## src/rtl/csr_counters_pkg.sv

```systemverilog
// Shared CSR constants for the counter/timer block: addresses, mcountinhibit bit indices, default widths.
package csr_counters_pkg;

  localparam int CNT_W_DEF = 64;

  localparam logic [11:0] ADDR_MCYCLE        = 12'hB00;
  localparam logic [11:0] ADDR_MCYCLEH       = 12'hB80;
  localparam logic [11:0] ADDR_MINSTRET      = 12'hB02;
  localparam logic [11:0] ADDR_MINSTRETH     = 12'hB82;
  localparam logic [11:0] ADDR_CYCLE         = 12'hC00;
  localparam logic [11:0] ADDR_CYCLEH        = 12'hC80;
  localparam logic [11:0] ADDR_INSTRET       = 12'hC02;
  localparam logic [11:0] ADDR_INSTRETH      = 12'hC82;
  localparam logic [11:0] ADDR_MCOUNTINHIBIT = 12'h320;
  localparam logic [11:0] ADDR_MHPMCOUNTER3  = 12'hB03;
  localparam logic [11:0] ADDR_MHPMCOUNTER3H = 12'hB83;
  localparam logic [11:0] ADDR_HPMCOUNTER3   = 12'hC03;
  localparam logic [11:0] ADDR_HPMCOUNTER3H  = 12'hC83;
  localparam logic [11:0] ADDR_MHPMEVENT3    = 12'h323;

  localparam int INH_CY   = 0;
  localparam int INH_IR   = 2;
  localparam int INH_HPM3 = 3;

endpackage

```

## src/rtl/csr_counter_reg.sv

```systemverilog
// Single CNT_W-bit counter with split XLEN-wide low/high writes.
// A write to either half suppresses the increment for that cycle, so no carry reaches the other half.
module csr_counter_reg
  import csr_counters_pkg::*;
#(
  parameter int XLEN  = 32,
  parameter int CNT_W = CNT_W_DEF
) (
  input  logic             clk,
  input  logic             rst,
  input  logic             inc,
  input  logic             wr_lo,
  input  logic             wr_hi,
  input  logic [XLEN-1:0]  wr_data,
  output logic [CNT_W-1:0] value
);

  always_ff @(posedge clk) begin
    if (rst) begin
      value <= '0;
    end else if (wr_lo) begin
      value[XLEN-1:0] <= wr_data;
    end else if (wr_hi) begin
      value[CNT_W-1:XLEN] <= wr_data[CNT_W-XLEN-1:0];
    end else if (inc) begin
      value <= value + CNT_W'(1);
    end
  end

endmodule

```

## src/rtl/csr_counters.sv

```systemverilog
// Machine counter/timer store (mcycle, minstret, mcountinhibit + user aliases); reads are combinational.
// Optional mhpmcounter3/mhpmevent3 are built when CSR_COUNTERS_HPM_EN is defined.
module csr_counters
  import csr_counters_pkg::*;
#(
  parameter int XLEN    = 32,
  parameter int CNT_W   = CNT_W_DEF,
  parameter int EVENT_W = 8
) (
  input  logic               clk,
  input  logic               rst,
  input  logic               retire,
  input  logic               debug,
  input  logic               stopcount,
  input  logic [11:0]        rd_addr,
  output logic [XLEN-1:0]    rd_data,
  output logic               rd_hit,
  input  logic               wr_en,
  input  logic [11:0]        wr_addr,
  input  logic [XLEN-1:0]    wr_data,
  input  logic [EVENT_W-1:0] events
);

  logic             freeze;
  logic             inh_cy;
  logic             inh_ir;
  logic             wr_inh;
  logic [CNT_W-1:0] cy_val;
  logic [CNT_W-1:0] ir_val;

  assign freeze = debug && stopcount;
  assign wr_inh = wr_en && (wr_addr == ADDR_MCOUNTINHIBIT);

  // Inhibit bits are registered, so a write only affects the following cycle's increments.
  always_ff @(posedge clk) begin
    if (rst) begin
      inh_cy <= 1'b0;
      inh_ir <= 1'b0;
    end else if (wr_inh) begin
      inh_cy <= wr_data[INH_CY];
      inh_ir <= wr_data[INH_IR];
    end
  end

  csr_counter_reg #(.XLEN(XLEN), .CNT_W(CNT_W)) u_cycle (
    .clk     (clk),
    .rst     (rst),
    .inc     (!inh_cy && !freeze),
    .wr_lo   (wr_en && (wr_addr == ADDR_MCYCLE)),
    .wr_hi   (wr_en && (wr_addr == ADDR_MCYCLEH)),
    .wr_data (wr_data),
    .value   (cy_val)
  );

  csr_counter_reg #(.XLEN(XLEN), .CNT_W(CNT_W)) u_instret (
    .clk     (clk),
    .rst     (rst),
    .inc     (retire && !inh_ir && !freeze),
    .wr_lo   (wr_en && (wr_addr == ADDR_MINSTRET)),
    .wr_hi   (wr_en && (wr_addr == ADDR_MINSTRETH)),
    .wr_data (wr_data),
    .value   (ir_val)
  );

`ifdef CSR_COUNTERS_HPM_EN
  localparam int EV_W = $clog2(EVENT_W) + 1;

  logic             inh_hpm;
  logic [EV_W-1:0]  hpm_sel;
  logic             hpm_evt;
  logic [CNT_W-1:0] hpm_val;

  always_ff @(posedge clk) begin
    if (rst) begin
      inh_hpm <= 1'b0;
      hpm_sel <= '0;
    end else begin
      if (wr_inh) inh_hpm <= wr_data[INH_HPM3];
      if (wr_en && (wr_addr == ADDR_MHPMEVENT3)) hpm_sel <= wr_data[EV_W-1:0];
    end
  end

  // Selector 0 and values above EVENT_W select nothing.
  always_comb begin
    hpm_evt = 1'b0;
    for (int k = 1; k <= EVENT_W; k++) begin
      if (hpm_sel == EV_W'(k)) hpm_evt = events[k-1];
    end
  end

  csr_counter_reg #(.XLEN(XLEN), .CNT_W(CNT_W)) u_hpm3 (
    .clk     (clk),
    .rst     (rst),
    .inc     (hpm_evt && !inh_hpm && !freeze),
    .wr_lo   (wr_en && (wr_addr == ADDR_MHPMCOUNTER3)),
    .wr_hi   (wr_en && (wr_addr == ADDR_MHPMCOUNTER3H)),
    .wr_data (wr_data),
    .value   (hpm_val)
  );
`else
  logic events_unused;
  assign events_unused = ^events;
`endif

  always_comb begin
    rd_data = '0;
    rd_hit  = 1'b0;
    case (rd_addr)
      ADDR_MCYCLE, ADDR_CYCLE: begin
        rd_hit  = 1'b1;
        rd_data = cy_val[XLEN-1:0];
      end
      ADDR_MCYCLEH, ADDR_CYCLEH: begin
        rd_hit  = 1'b1;
        rd_data = XLEN'(cy_val[CNT_W-1:XLEN]);
      end
      ADDR_MINSTRET, ADDR_INSTRET: begin
        rd_hit  = 1'b1;
        rd_data = ir_val[XLEN-1:0];
      end
      ADDR_MINSTRETH, ADDR_INSTRETH: begin
        rd_hit  = 1'b1;
        rd_data = XLEN'(ir_val[CNT_W-1:XLEN]);
      end
      ADDR_MCOUNTINHIBIT: begin
        rd_hit          = 1'b1;
        rd_data[INH_CY] = inh_cy;
        rd_data[INH_IR] = inh_ir;
`ifdef CSR_COUNTERS_HPM_EN
        rd_data[INH_HPM3] = inh_hpm;
`endif
      end
`ifdef CSR_COUNTERS_HPM_EN
      ADDR_MHPMCOUNTER3, ADDR_HPMCOUNTER3: begin
        rd_hit  = 1'b1;
        rd_data = hpm_val[XLEN-1:0];
      end
      ADDR_MHPMCOUNTER3H, ADDR_HPMCOUNTER3H: begin
        rd_hit  = 1'b1;
        rd_data = XLEN'(hpm_val[CNT_W-1:XLEN]);
      end
      ADDR_MHPMEVENT3: begin
        rd_hit  = 1'b1;
        rd_data = XLEN'(hpm_sel);
      end
`endif
      default: ;
    endcase
  end

endmodule

```

## config.mk

```make
export PLATFORM = sky130hd
export DESIGN_NAME = csr_counters
export DESIGN_NICKNAME = d
export VERILOG_FILES = /design/src/rtl/csr_counters_pkg.sv /design/src/rtl/csr_counter_reg.sv /design/src/rtl/csr_counters.sv
export SDC_FILE = /design/constraint.sdc
export NUM_CORES = 1
export LEC_CHECK = 0
export CAP_MARGIN = 15
export CORE_MARGIN = 2
export CORE_UTILIZATION = 49
export CTS_CLUSTER_SIZE = 28
export DETAILED_ROUTE_END_ITERATION = 12
export MAX_ROUTING_LAYER = met4
export PLACE_DENSITY = 0.71
export SYNTH_ARGS = -nofsm -noshare
export SYNTH_HDL_FRONTEND = slang
export SYNTH_SLANG_ARGS = --single-unit
```

## constraint.sdc

```tcl
create_clock -name clk -period 5.9 [get_ports clk]
set_input_delay 1.18 -clock clk [delete_from_list [all_inputs] [get_ports clk]]
set_output_delay 1.18 -clock clk [all_outputs]
set_load 0.02 [all_outputs]
```

======== After elaboration in Yosys (flattened, before gate mapping) ========
Index checks and enable logic that the tools add are counted.
word-level totals
  flip-flop bits (word level) ............. 130
  logic and storage cells ................. 64
  bits of input ports ..................... 70
  output and inout port bits .............. 33
operators by class
  reduce and logical (&&, ||, !) cells .... 25
  eq/ne operators ......................... 16
  muxes and demuxes ....................... 13
  add/subtract/negate cells ............... 2
  bitwise gates (word level) .............. 2
operators by type and width
  operator                                                                 count
  32-bit two-way mux                                                       6
  12-bit equality test, second input constant                              12
  64-bit by 1-bit adder with 64-bit output, second input constant          2
  64-bit two-way mux                                                       2
  29-bit case mux with 4 select lines                                      1
  12-bit by 10-bit equality test with 1-bit output, second input constant  2
  1-bit case mux with 5 select lines                                       2
  1-bit logical AND                                                        9
  9-bit OR reduction                                                       1
  2-bit AND reduction                                                      4
  2-bit nonzero test                                                       4
  2-bit OR reduction                                                       4
  2-bit by 1-bit inequality test with 1-bit output, second input constant  2
  1-bit case mux with 4 select lines                                       1
  1-bit zero test                                                          3
  1-bit inverter                                                           2
  1-bit two-way mux                                                        1

======== Depth between registers and ports, before layout ========
Gate-level depths: netlist of run 1.
  word-level depth ........................ 6
  depth in mapped cells ................... 9
  mapped depth without buffers ............ 7

======== By module ========
From an unflattened synthesis of run 1, not the netlist that was laid out.
unflattened totals
  cells, all modules ...................... 1305
  area, all modules ....................... 10019.6 µm²
by module, submodules not included
  module           area an instance (µm²)  seq. area each (µm²)  times used  cells an instance
  csr_counter_reg  4342.9                  1281.2                2           577
  csr_counters     1333.8                  40.0                  1           151

======== Least setup slack after synthesis of run 1 ========
No wires, ideal clock.
  kind .................................... input -> output
  from .................................... in rd_addr[7]
  to ...................................... out rd_data[7]
  data required time ...................... 4.720 ns
  path buffers ............................ 2
  arrival time ............................ 2.775 ns
  stages on the path ...................... 4
  slack ................................... 1.945 ns
  cell sequence ........................... clkbuf_1 buf_1 mux4_1 nor2b_1
on the way
  word-level cells in the longest chain between the ends .. 3
  elaborated cells between the ends (all ways) .. 13
  classes of those cells .................. eq/ne (8); mux (1); reduce/logical (4)
ends and longest elaborated chain
  element                                RTL line             source
  from (decl)                            csr_counters.sv:15   input logic [11:0] rd_addr,
  12-bit equality test                   csr_counters.sv:108  case (rd_addr)
  2-bit OR reduction                     --
  29-bit case mux with 4 select lines *  csr_counters.sv:108
  to (decl)                              csr_counters.sv:16   output logic [XLEN-1:0] rd_data,
Every way passes the cells marked *; elsewhere a longest branch is shown, timed or not.

======== Worst setup path after layout of run 1 ========
  from .................................... in rd_addr[0]
  to ...................................... out rd_data[2]
on the way
  word-level cells in the longest chain between the ends .. 3
  elaborated cells between the ends (all ways) .. 14
  classes of those cells .................. eq/ne (9); mux (1); reduce/logical (4)
ends and longest elaborated chain
  element                               RTL line
  12-bit equality test                  csr_counters.sv:108
  2-bit OR reduction                    --
  1-bit case mux with 5 select lines *  csr_counters.sv:108
Marks and branches as above.

==> results of run 1 <==
through the flow:
stage / utilization, % / std cells / total power [W] / instance area [um2]
CTS: 59.48 / 1457 / 0.002255 / 10690
finish: 59.48 / 1457 / 0.002267 / 10690
detailed placement: 55.81 / 1425 / 0.001065 / 10020
global placement: 55.81 / 1425 / 0.001065 / 10020
floorplan: - / 1156 / 0.0009764 / 8967
global route: 59.48 / 1457 / 0.002309 / 10690
Yosys cell counts, drive strengths merged (3+ instances only):
cell,instances
dfxtp,130
nor2,125
a21oi,88
nand2,88
nor3,64
nand4,61
a211oi,60
clkbuf,59
nand3,59
xnor2,56
nor4,54
o21ai,47
mux4,32
nor2b,32
inv,26
a31oi,19
and3,16
or3,15
and2,14
buf,13
or4,12
a2bb2oi,11
o211ai,11
a32oi,10
and4,8
a22oi,7
nand3b,5
nand4b,4
xor2,4
a21o,3
cell families (layout without fill, tap and decap cells):
kind of cell,Yosys count,after routing
AND/OR/NAND/NOR,567,567
multiplexers,34,34
XOR/XNOR,60,60
AO/OA/AOI/OAI,264,264
buffers and inverters,99,171
flip-flops,130,130
adder cells (fa/ha/maj),2,2
how the worst max path moves through the flow:
| stage | startpoint | to | slack (ps) |
|---|---|---|---|
| final | rd_addr[0] | rd_data[2] | 1020 |
| after global routing | rd_addr[6] | rd_data[2] | 980 |
| after CTS | rd_addr[6] | rd_data[2] | 1110 |
| after detailed placement | rd_addr[6] | rd_data[2] | 1110 |
| after global placement | rd_addr[6] | rd_data[0] | 1100 |
| after floorplan | rd_addr[7] | rd_data[7] | 1940 |
report_power, final:
group	total, W	leakage [nW]	switching (W)	internal (W)
combinational	0.000164	1.65	0.0000980	0.0000659
sequential	0.000888	1.05	0.00000670	0.000881
clock	0.00122	0.313	0.000441	0.000774
total	0.00227	3.01	0.000546	0.00172
cell usage in the layout (no fill, tap or decap), types with 3 or more instances in the layout:
cell type	count
a211oi_1	58
a21o_1	3
a21oi_1	88
a22oi_1	7
a2bb2oi_1	11
a31oi_1	19
a32oi_1	10
and2_1	13
and3_1	16
and4_1	8
buf_4	20
bufinv_16	5
clkbuf_16	17
clkdlybuf4s50_1	92
clkinvlp_4	3
dfxtp_1	130
inv_1	26
mux4_2	31
nand2_1	87
nand3_1	59
nand3b_1	5
nand4_1	61
nand4b_1	4
nor2_1	124
nor2b_1	32
nor3_1	61
nor3_2	3
nor4_1	52
o211ai_1	11
o21ai_0	47
or3_1	12
or3_2	3
or4_1	10
xnor2_1	56
xor2_1	4
cell type report:
cell class / instances / area (um2)
fill: 1670 / 7278
multi-input combinational: 927 / 5962
sequential: 130 / 2603
timing repair buffer: 113 / 1076
clock buffer: 20 / 456.7
tap: 229 / 286.5
clock inverter: 12 / 203.9
inverter: 26 / 97.59
registers in the layout, indices dropped and copies added, names as in the netlist:
register and count:
u_cycle.value 64, inh_ir 1, inh_cy 1, u_instret.value 64
worst max-delay path: stages:
cell and delay (ps):
clkdlybuf4s50_1 400, or4_1 490, nor2_1 150, nand4b_1 110, buf_4 250, o21ai_0 410, clkdlybuf4s50_1 690
metal layers:
| metal | global-route usage (%) | part of all wire [%] |
|---|---|---|
| met2 | 56.37 | 43 |
| met1 | 51.49 | 40 |
| met4 | 13.93 | 4.0 |
| met3 | 9.876 | 13 |
| met5 | - | 0 |
==> flow_metrics.tcl, run 1 <==
set metrics [dict create \
    cts_resized 0 \
    syn_nets 1228 \
    setup_tns_ps 0 \
    outcome "completed" \
    cts_tree "yes" \
    finalWirelength_um 36840 \
    syn_area_um2 8967 \
    setup_viol 0 \
    gp_congestion 0.9913 \
    synth_xor_area_share_pct 5.860 \
    grt_overflow_total 0 \
    crit_required_ps 4720 \
    post_cts_buffers 0 \
    clock_skew_ps 10.00 \
    synth-compound-area-share_pct 18.57 \
    dp_hpwl_um 26920 \
    crit_arrival_ps 3700 \
    worst-r2r-setup-slack_ps 2440 \
    grt_first_pass_wirelength_um 55230 \
    worstSetupPathType "in -> out" \
    syn_inst 1156 \
    clkTransAtPathRegs_ps 60 \
    die-area_um2 19400 \
    hp-start "u_instret.value[59]" \
    h-tree-depth 4 \
    synth_area_leaders "dfxtp_1 29%, mux4_2 7.8%, xnor2_1 5.5%" \
    worst_slew_pin_slew_ps 1073 \
    cts_max_path_buffers 2 \
    drive_above_1_share_pct 8.306 \
    wl_per_cell_um 25.28 \
    rsz0062_at_grt "false" \
    clkSinkCount 130 \
    grt_use_total_pct 38.48 \
    clock.fmax_mhz 205.0 \
    start_util_pct 49.92 \
    crit_fanout 33 \
    rows 49 \
    numCtsBuffers 17 \
    drt-initial-drc-count 1562 \
    synth_cell_types 61 \
    cp-start-kind "primary input" \
    maxSlewViolCount 0 \
    synth.avg_cell_area_um2 7.757 \
    area_growth_pct 19.16 \
    synthMuxAreaShare_pct 8.302 \
    design.core.area_um2 17960 \
    port_buffers 94 \
    synthSimpleGateAreaFrac_pct 33.33 \
    yosys.area.top_type "dfxtp_1" \
    reg2reg_depth 6 \
    maxCapViolCount 0 \
    fin_nets 1287 \
    hp-class "reg -> reg" \
    ys_ff_latch 130 \
    fin_hold_ws_ps 506.5 \
    synth_top_area_share_pct 29.02 \
    synth_ff_type "dfxtp_1" \
    io_pins 103 \
    first_pass_iters 5 \
    via_count 10050 \
    power_density_nw_per_um2 212.2 \
    ys_warn_count 0 \
    end_kind "primary output" \
    synth_adder_area_share_pct 0.2791 \
    peakVddDrop_mv 0.2682 \
    dieWidth_um 139.3 \
    grt_pass1_vias 9042 \
    p_leak_nw 3.012 \
    antenna_left 0 \
    holdPathEnd "u_instret.value[59]" \
    cts_hold_buf 0 \
    yosysSeqAreaShare_pct 29.02 \
    clockRootBuffer "clkbuf_16" \
    clkLatencyLatePin_ps 440 \
    r2r_start "u_cycle.value[4]" \
    rr_endpoint "u_cycle.value[42]" \
    hold_viol_final 0 \
    die_height_um 139.3 \
    worst_slack_ps 1022 \
    viasPerCell 6.898 \
    grt_max_degree 92 \
    fin_crit_sh_pct 82.68 \
    worstHoldPathCells 2 \
    diodes 0 \
    synthArstFlopShare_pct 0 \
    relSlewSlack_pct 28.23 \
    dp_slack_ps 1111 \
    synth_edf_count 0 \
    synth_top_family_by_area "simple AND/OR/NAND/NOR gates" \
    min_period_ps 4878 \
    drc 0 \
    antenna_found_initial 0 \
]
Power figures use the tool's default switching activity.
==> run 2: changes to the inputs <==
Settings changed: PLACE_DENSITY 0.71 to 0.74.
Clock period 5.9 ns to 4.18 ns, I/O delays scaled along.
==> flow_metrics.tcl, run 2 (same netlist as run 1, synthesis figures left out) <==
set metrics [dict create \
    grt_first_pass_wirelength_um 56650 \
    clkSinkCount 130 \
    worst-r2r-setup-slack_ps 1100 \
    antenna_found_initial 0 \
    drive_above_1_share_pct 9.760 \
    rsz0062_at_grt "false" \
    p_leak_nw 3.130 \
    cts_tree "yes" \
    first_pass_iters 8 \
    cts_max_path_buffers 2 \
    fin_nets 1309 \
    viasPerCell 6.922 \
    met1_length_um 14760 \
    outcome "completed" \
    p_int_w 0.002422 \
    die-area_um2 19400 \
    clkTransAtPathRegs_ps 60 \
    worst_slew_pin_slew_ps 1124 \
    setup_tns_ps 0 \
    rr_endpoint "u_cycle.value[63]" \
    finish.utilization_pct 60.55 \
    grt_pass1_vias 9368 \
    relSlewSlack_pct 24.77 \
    post_cts_buffers 0 \
    dr_wl_met3_um 4655 \
    end_kind "primary output" \
    power_density_nw_per_um2 292.4 \
    h-tree-depth 4 \
    area_growth_pct 21.29 \
    final_common_cell "dfxtp_1" \
    drt-initial-drc-count 1547 \
    min_period_ps 4080 \
    dp_slack_ps 149.3 \
    layout_common_cells "130 x dfxtp_1, 125 x nor2_1, 92 x clkdlybuf4s50_1" \
    rows 49 \
    reg2reg_depth 6 \
    cp-start-kind "primary input" \
    grt_overflow_total 0 \
    r2r_start "u_cycle.value[0]" \
    antenna_left 0 \
    crit_arrival_ps 3240 \
    worst_slack_ps 100.1 \
    peakVddDrop_mv 0.4260 \
    maxCapViolCount 0 \
    grt_use_total_pct 39.01 \
    numCtsBuffers 17 \
    start_util_pct 49.92 \
    clock_power_share_pct 53.0 \
    hp-class "reg -> reg" \
    clock.fmax_mhz 245.1 \
    design.core.area_um2 17960 \
    grt_max_degree 86 \
    maxSlewViolCount 0 \
    startpoint "rd_addr[6]" \
    port_buffers 94 \
    dieWidth_um 139.3 \
    crit_required_ps 3340 \
    combPwrFrac_pct 7.6 \
    clock_skew_ps 8.974 \
    setup_viol 0 \
    diodes 0 \
    worstSetupPathType "in -> out" \
    io_pins 103 \
    cts_hold_buf 0 \
    fin_hold_ws_ps 543.0 \
    clockRootBuffer "clkbuf_16" \
    drc 0 \
    wl_per_cell_um 24.89 \
    hold_viol_final 0 \
    nFillCells 1620 \
    fin_crit_sh_pct 97.61 \
    seq_power_share_pct 39.4 \
    cts_resized 0 \
    via_count 10240 \
    wl_met2_um 15970 \
    top_regs "u_cycle.value x64, u_instret.value x64" \
    routed.top_layer "met4" \
    finalWirelength_um 36820 \
    gp_congestion 0.9877 \
    switching_share_pct 23.84 \
    worstSetupEndpoint "rd_data[30]" \
    power.switching_w 0.0007582 \
    dp_hpwl_um 27370 \
    die_height_um 139.3 \
    clkLatencyLatePin_ps 430 \
    crit_fanout 16 \
]
## run 2: cell types whose count changed in the layout (fill, tap and decap cells not counted), sizes merged
cell      delta
buf         +22
clkinv       +1
clkinvlp     -1
## run 2: worst min-delay path by stage
stage                   startpoint                  end  cells after the start
5_1_grt        u_instret.value[59]  u_instret.value[59]                      2
4_1_cts        u_instret.value[59]  u_instret.value[59]                      2
3_3_place_gp   u_instret.value[59]  u_instret.value[59]                      2
6_report       u_instret.value[59]  u_instret.value[59]                      2
2_1_floorplan  u_instret.value[59]  u_instret.value[59]                      2
3_5_place_dp   u_instret.value[59]  u_instret.value[59]                      2
## run 2: per-layer routing
layer	GRT usage, %	vias up
li1	-	4553
met1	53.55	4856
met2	56.40	710
met3	8.809	119
met4	14.35	0
met5	-	-
## run 2: worst max-delay path, cell delays in order
cell	delay (ps)
clkdlybuf4s50_1	390
or4_1	520
nor2_1	160
nand4b_1	250
buf_4	270
nor2b_1	170
clkdlybuf4s50_1	650
## run 2: stage by stage
stage	std cells	area (um2)	power (W)
after detailed placement	1447	10220	0.001514
after global placement	1447	10220	0.001513
final	1479	10880	0.003181
after CTS	1479	10880	0.003174
after floorplan	1156	8967	0.001378
after global routing	1479	10880	0.003248
## run 2: cell type report
class / instances / area [um2] / area share [%]
repair buffers: 135 / 1279 / 11.76
clock buffers: 20 / 446.7 / 4.107
clock inverters: 12 / 205.2 / 1.887
inverters: 26 / 97.59 / 0.8973
multi-input cells: 927 / 5959 / 54.79
flip-flops and latches: 130 / 2603 / 23.93
well taps: 229 / 286.5 / 2.634
## run 2: power by group through the flow
stage | Combinational (W) | Sequential (W) | Clock, W
after floorplan | 0.000102 | 0.00128 | 0
after global placement | 0.000233 | 0.00128 | 0
after detailed placement | 0.000234 | 0.00128 | 0
after CTS | 0.000234 | 0.00125 | 0.00169
after global routing | 0.000253 | 0.00125 | 0.00174
final | 0.000242 | 0.00125 | 0.00168
